File: src/rtl/dds_pkg.sv
// Shared definitions for the DDS phase path: default phase width, quadrant
// width and the phase-generator state encoding (also used by the sine table).
package dds_pkg;

  localparam int DEFAULT_PHASE_W = 32;
  localparam int QUAD_W          = 2;

  typedef enum logic [1:0] {
    ST_IDLE  = 2'd0,
    ST_RUN   = 2'd1,
    ST_GLIDE = 2'd2
  } dds_state_t;

endpackage

File: src/rtl/dds_tick_div.sv
// Sample-rate divider: strobes o_tick once every (i_div + 1) clock cycles.
module dds_tick_div #(
  parameter int DIV_W = 16
) (
  input  logic             i_clk,
  input  logic             i_reset,
  input  logic [DIV_W-1:0] i_div,
  output logic             o_tick
);

  logic [DIV_W-1:0] r_cnt;

  assign o_tick = (r_cnt == i_div);

  // Count up to the divide value and wrap; a divide value lowered below the
  // running count restarts the count without producing a tick.
  always_ff @(posedge i_clk or posedge i_reset) begin
    if (i_reset) begin
      r_cnt <= '0;
    end else if (r_cnt >= i_div) begin
      r_cnt <= '0;
    end else begin
      r_cnt <= r_cnt + 1'b1;
    end
  end

endmodule

File: src/rtl/dds_phase_gen.sv
// Phase-accumulator front end for the sine-table DDS: accepts tuning words
// over valid/ready, optionally glides toward them, and emits one phase word
// per sample tick.
module dds_phase_gen
  import dds_pkg::*;
#(
  parameter int PHASE_W     = DEFAULT_PHASE_W,
  parameter int DIV_W       = 16,
  parameter int GLIDE_SHIFT = 4
) (
  input  logic               i_clk,
  input  logic               i_reset,
  input  logic [DIV_W-1:0]   i_sample_div,
  input  logic [PHASE_W-1:0] i_ftw,
  input  logic               i_ftw_valid,
  output logic               o_ftw_ready,
  input  logic               i_glide_en,
  input  logic               i_gate,
  input  logic               i_sync,
  output logic [PHASE_W-1:0] o_dds,
  output logic               o_dds_valid,
  output logic [QUAD_W-1:0]  o_quadrant,
  output logic               o_wrap
);

  logic                      w_tick;
  logic                      w_xfer;
  logic [PHASE_W:0]          w_sum;
  logic signed [PHASE_W:0]   w_diff;
  logic signed [PHASE_W:0]   w_step;
  logic [PHASE_W-1:0]        w_glide_inc;

  logic [PHASE_W-1:0]        r_phase;
  logic [PHASE_W-1:0]        r_cur_inc;
  logic [PHASE_W-1:0]        r_target;
  logic                      r_full;
  logic                      r_ftw_ready;
  logic                      r_dds_valid;
  logic                      r_wrap;
  dds_state_t                r_state;

  dds_tick_div #(
    .DIV_W (DIV_W)
  ) u_tick_div (
    .i_clk   (i_clk),
    .i_reset (i_reset),
    .i_div   (i_sample_div),
    .o_tick  (w_tick)
  );

  assign w_xfer      = i_ftw_valid && r_ftw_ready;
  assign o_ftw_ready = r_ftw_ready;
  assign o_dds       = r_phase;
  assign o_quadrant  = r_phase[PHASE_W-1 -: QUAD_W];
  assign o_dds_valid = r_dds_valid;
  assign o_wrap      = r_wrap;

  // Next-phase sum with carry, and the glide step: a signed fraction of the
  // remaining distance, never smaller than one LSB so the glide always lands.
  always_comb begin
    w_sum  = {1'b0, r_phase} + {1'b0, r_cur_inc};
    w_diff = $signed({1'b0, r_target}) - $signed({1'b0, r_cur_inc});
    w_step = w_diff >>> GLIDE_SHIFT;
    if (!w_diff[PHASE_W] && (w_diff != '0) && (w_step == '0)) begin
      w_step = {{PHASE_W{1'b0}}, 1'b1};
    end
    w_glide_inc = r_cur_inc + w_step[PHASE_W-1:0];
  end

  // Handshake, oscillator FSM and registered phase outputs.
  always_ff @(posedge i_clk or posedge i_reset) begin
    if (i_reset) begin
      r_phase     <= '0;
      r_cur_inc   <= '0;
      r_target    <= '0;
      r_full      <= 1'b0;
      r_ftw_ready <= 1'b1;
      r_dds_valid <= 1'b0;
      r_wrap      <= 1'b0;
      r_state     <= ST_IDLE;
    end else begin
      r_dds_valid <= 1'b0;
      r_wrap      <= 1'b0;

      if (w_xfer) begin
        r_target    <= i_ftw;
        r_full      <= 1'b1;
        r_ftw_ready <= 1'b0;
      end

      if (w_tick) begin
        case (r_state)
          ST_IDLE: begin
            r_phase <= '0;
            if (r_full) begin
              r_cur_inc   <= r_target;
              r_full      <= 1'b0;
              r_ftw_ready <= 1'b1;
            end
            if (i_gate) begin
              r_state     <= ST_RUN;
              r_dds_valid <= 1'b1;
            end
          end

          ST_RUN, ST_GLIDE: begin
            if (!i_gate) begin
              r_state <= ST_IDLE;
              r_phase <= '0;
              if (r_full) begin
                r_cur_inc   <= r_target;
                r_full      <= 1'b0;
                r_ftw_ready <= 1'b1;
              end
            end else begin
              r_dds_valid <= 1'b1;
              if (i_sync) begin
                r_phase <= '0;
              end else begin
                r_phase <= w_sum[PHASE_W-1:0];
                r_wrap  <= w_sum[PHASE_W];
              end

              if (r_state == ST_RUN) begin
                if (r_full) begin
                  if (i_glide_en) begin
                    r_state <= ST_GLIDE;
                  end else begin
                    r_cur_inc   <= r_target;
                    r_full      <= 1'b0;
                    r_ftw_ready <= 1'b1;
                  end
                end
              end else begin
                r_cur_inc <= w_glide_inc;
                if (w_glide_inc == r_target) begin
                  r_full      <= 1'b0;
                  r_ftw_ready <= 1'b1;
                  r_state     <= ST_RUN;
                end
              end
            end
          end

          default: begin
            r_state <= ST_IDLE;
          end
        endcase
      end
    end
  end

endmodule

File: config.mk
export PLATFORM = sky130hd
export DESIGN_NAME = dds_phase_gen
export DESIGN_NICKNAME = d
export VERILOG_FILES = /design/src/rtl/dds_pkg.sv /design/src/rtl/dds_tick_div.sv /design/src/rtl/dds_phase_gen.sv
export SDC_FILE = /design/constraint.sdc
export NUM_CORES = 1
export LEC_CHECK = 0
export CORE_ASPECT_RATIO = 0.75
export CORE_MARGIN = 2
export CORE_UTILIZATION = 62
export CTS_CLUSTER_SIZE = 16
export DETAILED_ROUTE_END_ITERATION = 8
export GPL_TIMING_DRIVEN = 0
export PLACE_DENSITY = 0.84
export SYNTH_ARGS = -nofsm -noshare
export SYNTH_HDL_FRONTEND = slang
export SYNTH_SLANG_ARGS = --single-unit
File: constraint.sdc
create_clock -name i_clk -period 14.68 [get_ports i_clk]
set_input_delay 2.936 -clock i_clk [delete_from_list [all_inputs] [get_ports i_clk]]
set_output_delay 2.936 -clock i_clk [all_outputs]
set_load 0.02 [all_outputs]
==> results.txt <==
----------------------------------------------------
[Job]
  Number of max-capacitance violations reported ... 0

[Floorplanning]
  Number of placement rows ... 43
  Initial Utilization ... 62.6%
  Die W ... 161 um
  Total I/O pin count ... 91
  Core region area ... 18300 um^2
  Die boundary height ... 122 um
  Die footprint ... 19600 um^2

[Synth]
  Share of async-settable or async-resettable flops after synthesis ... 100%
  Synth area leaders ... sky130_fd_sc_hd__dfrtp_1 (26%), sky130_fd_sc_hd__ha_1 (13%), sky130_fd_sc_hd__xnor2_1 (4.7%)
  Post-synth EDFFs ... 0
  Synth Instances ... 1369
  Top cell types by occurrence after synthesis ... sky130_fd_sc_hd__dfrtp_1 (117), sky130_fd_sc_hd__ha_1 (115), sky130_fd_sc_hd__a21oi_1 (108), sky130_fd_sc_hd__nor2_1 (100), sky130_fd_sc_hd__nand2_1 (97)
  Cell area after technology mapping ... 11400 um^2
  Portion of synthesized cell area occupied by the leading cell type ... 25.6%
  Top-count cell post-synth ... sky130_fd_sc_hd__dfrtp_1
  Cell variety after synth ... 85
  Warning count from the yosys run ... 0
  Number of synthesized register bits ... 118
  Main flop type after synthesis ... sky130_fd_sc_hd__dfrtp_1
  Fraction of the yosys area taken by sequential cells ... 25.8%
  Post-Synthesis Mean Instance Area ... 8.36 um^2
  Net Count, Synth ... 1541
  Synth area leader ... sky130_fd_sc_hd__dfrtp_1

[Clocking]
  Worst skew pair latency ... 0.44 ns
  Reg clk slew, reported paths ... 0.07 ns
  Maximum number of buffers from clock root to sink ... 2
  Total of hold buffers inserted after clock tree synthesis ... 0
  Clock root cell ... sky130_fd_sc_hd__clkbuf_16
  Clock buffer count from CTS ... 17
  CTS HTree Levels ... 4
  PostCTS Resize Cnt ... 0
  Clock tree from TritonCTS ... yes
  Clk sink count ... 118
  Post-CTS setup buffers ... 0

[Timing]
  Final setup violating endpoints ... 0
  Final cycle utilization of the critical path ... 60.3%
  Fmax ... 113 MHz
  TNS Setup ... 0 ns
  Worst-Margin Slew ... 1.14 ns
  Final count of hold timing violations ... 0
  Worst hold margin ... 0.516 ns
  Clock Skew ... 0.0117 ns
  Headroom to the max-slew limit ... 23.2%
  Final count of pins violating max slew ... 0
  Post-layout min period ... 8.86 ns
  RSZ-0062 raised after global routing ... no

[Drt]
  Number of DRC violations after detailed routing ... 0
  Violation count after the first detailed-routing iteration ... 1353
  Drt first pass iters ... 6
  Detail-routed net length per standard cell ... 20.9 um
  DRT antenna net count ... 0
  Via density per instance ... 6.53
  Number of vias in the routed layout ... 11350
  Wire length reported by the detailed router ... 36400 um

[Setup path]
  Capturing element type of the critical path ... register
  Crit Path Class ... reg2reg
  Register-to-Register Setup Slack ... 5.82 ns
  Peak fanout along the critical path ... 5
  Data arrival time of the critical path ... 9.13 ns
  Required time reported for the critical path endpoint ... 14.95 ns
  Startpoint class of the critical path ... register

[Place]
  Final RePlAce weighted congestion ... 1.01
  Instance area after placement ... 12700 um^2
  Number of port buffers ... 89
  Placed wire-length estimate ... 28500 um

[Power and ir drop]
  Worst VDD drop ... 0.0669 mV
  Overall Power ... 0.846 mW
  Power density normalized to cell area ... 63.8 nW/um^2
  Leakage power ... 6.28 nW

[Hold path]
  Type of the worst min-delay path ... reg2reg

[GRT]
  Global-route wire length before repair ... 57600 um
  Global route overflow ... 0
  Global-route total usage across every layer ... 37.9%
  Vias in the first global route ... 10398
  Pin count of the biggest net entering global routing ... 95
  Number of antenna violations at the first check in global routing ... 0

[Finish]
  Area overhead of the layout relative to synthesis ... 15.8%
  Area of the multi-input gates ... 7970 um^2
  Fraction of the core area covered by cells at the end of the flow ... 72.5%
  Fraction of final layout cells with drive strength greater than 1 ... 7.11%
  Number of diodes ... 0
  Non-Filler Cell Area, Final ... 13300 um^2
  Filler Cell Count ... 1497
  Number of nets in the final layout ... 1650
  Area occupied by registers ... 2950 um^2

[Outcome]
  Run status ... finished clean

----------------------------------------------------
==> stage by stage <==
stage | cells | setup WS (ns)
floorplan | 1369 | 7.91
global placement | 1705 | 6.30
detailed placement | 1706 | 6.17
CTS | 1738 | 6.08
global route | 1738 | 5.52
finish | 1738 | 5.82
==> area by class of cell <==
type | count | share of cell area, %
inverters | 85 | 2.44
well taps | 247 | 2.33
clock buffers | 18 | 3.31
plain buffers | 50 | 1.57
flip-flops and latches | 118 | 22.3
clock inverters | 14 | 1.05
multi-input cells | 1116 | 60.1
repair buffers | 90 | 6.93
==> placed cells by master (no fill, tap or decap), types with 9 or more instances in the layout <==
cell                              count
sky130_fd_sc_hd__a211oi_1            15
sky130_fd_sc_hd__a21o_1              33
sky130_fd_sc_hd__a21oi_1            108
sky130_fd_sc_hd__a22oi_1             25
sky130_fd_sc_hd__a31oi_1             10
sky130_fd_sc_hd__and2_1              12
sky130_fd_sc_hd__and3_1              16
sky130_fd_sc_hd__clkbuf_1            39
sky130_fd_sc_hd__clkbuf_16           17
sky130_fd_sc_hd__clkdlybuf4s50_1     89
sky130_fd_sc_hd__dfrtp_1            117
sky130_fd_sc_hd__ha_1               115
sky130_fd_sc_hd__inv_1               84
sky130_fd_sc_hd__mux2_2              34
sky130_fd_sc_hd__nand2_1             97
sky130_fd_sc_hd__nand2b_1            19
sky130_fd_sc_hd__nand3_1             43
sky130_fd_sc_hd__nand4_1             17
sky130_fd_sc_hd__nor2_1             100
sky130_fd_sc_hd__nor2b_1             14
sky130_fd_sc_hd__nor3_1              29
sky130_fd_sc_hd__o211ai_1             9
sky130_fd_sc_hd__o21a_1              14
sky130_fd_sc_hd__o21ai_0             96
sky130_fd_sc_hd__o21bai_1            13
sky130_fd_sc_hd__o22ai_1             27
sky130_fd_sc_hd__o31ai_1             15
sky130_fd_sc_hd__or2_2               12
sky130_fd_sc_hd__or3_1               11
sky130_fd_sc_hd__xnor2_1             62
sky130_fd_sc_hd__xor2_1              49
==> critical path: stages, from the launching register on <==
cell and delay [ns]:
sky130_fd_sc_hd__dfrtp_1 0.43, sky130_fd_sc_hd__inv_1 0.09, sky130_fd_sc_hd__ha_1 0.36, sky130_fd_sc_hd__and2_4 0.19
sky130_fd_sc_hd__a221o_1 0.35, sky130_fd_sc_hd__o31a_1 0.33, sky130_fd_sc_hd__o2111a_1 0.29, sky130_fd_sc_hd__o32ai_4 0.41
sky130_fd_sc_hd__o21ai_1 0.22, sky130_fd_sc_hd__a211oi_1 0.58, sky130_fd_sc_hd__o311ai_0 0.27, sky130_fd_sc_hd__xor2_1 0.32
sky130_fd_sc_hd__nor3_1 0.12, sky130_fd_sc_hd__a31o_1 0.24, sky130_fd_sc_hd__ha_1 0.23, sky130_fd_sc_hd__fa_1 0.43
sky130_fd_sc_hd__a21o_1 0.20, sky130_fd_sc_hd__a221oi_2 0.58, sky130_fd_sc_hd__a21oi_1 0.29, sky130_fd_sc_hd__xor2_1 0.34
sky130_fd_sc_hd__xor2_1 0.13, sky130_fd_sc_hd__or4_1 0.52, sky130_fd_sc_hd__or4_1 0.46, sky130_fd_sc_hd__nor4_1 0.33
sky130_fd_sc_hd__nand3_1 0.34, sky130_fd_sc_hd__nor3b_1 0.47, sky130_fd_sc_hd__o221ai_1 0.16
==> worst paths after layout <==
check                                    startpoint                  endpoint  depth (start not counted)
hold reg to reg               o_dds[25]$_DFFE_PP0P_     o_dds[25]$_DFFE_PP0P_                          2
min in group asynchronous                   i_reset  r_target[28]$_DFFE_PP0P_                          2
hold / removal                o_dds[25]$_DFFE_PP0P_     o_dds[25]$_DFFE_PP0P_                          2
setup reg to reg           r_cur_inc[4]$_DFFE_PP0P_          r_full$_DFF_PP0_                         26
max in group asynchronous                   i_reset  r_cur_inc[5]$_DFFE_PP0P_                          3
setup / recovery           r_cur_inc[4]$_DFFE_PP0P_          r_full$_DFF_PP0_                         26
==> layer usage <==
layer	wire, um	GRT usage, %	part of all wire [%]	vias up
li1	-	-	-	5278
met1	16200	56.8	44	5374
met2	14700	53.8	41	648
met5	0	0	0	-
met3	4980	11.5	14	50
met4	479	7.25	1.3	0
==> state kept, by name, summed over array words and instances, names as in the netlist <==
register and cells:
o_dds 32, r_cur_inc 32, r_target 32, u_tick_div.r_cnt 16, r_state 2, o_dds_valid 1, o_ftw_ready 1, o_wrap 1
r_full 1
==> where the power goes <==
part           total, mW  switching [mW]  internal, mW
Clock              0.424           0.183         0.242
Combinational     0.0743          0.0376        0.0368
Sequential         0.348          0.0138         0.334
Total              0.846           0.234         0.613
==> cell families after synthesis <==
logic type               after synthesis  synth area share, %
XOR/XNOR                             119                 10.1
flip-flops                           118                 25.8
adder cells (fa/ha/maj)              118                 13.1
AND/OR/NAND/NOR                      403                 17.4
multiplexers                          39                 3.78
buffers and inverters                135                 4.60
AO/OA/AOI/OAI                        437                 25.2
Power figures use the tool's default switching activity.
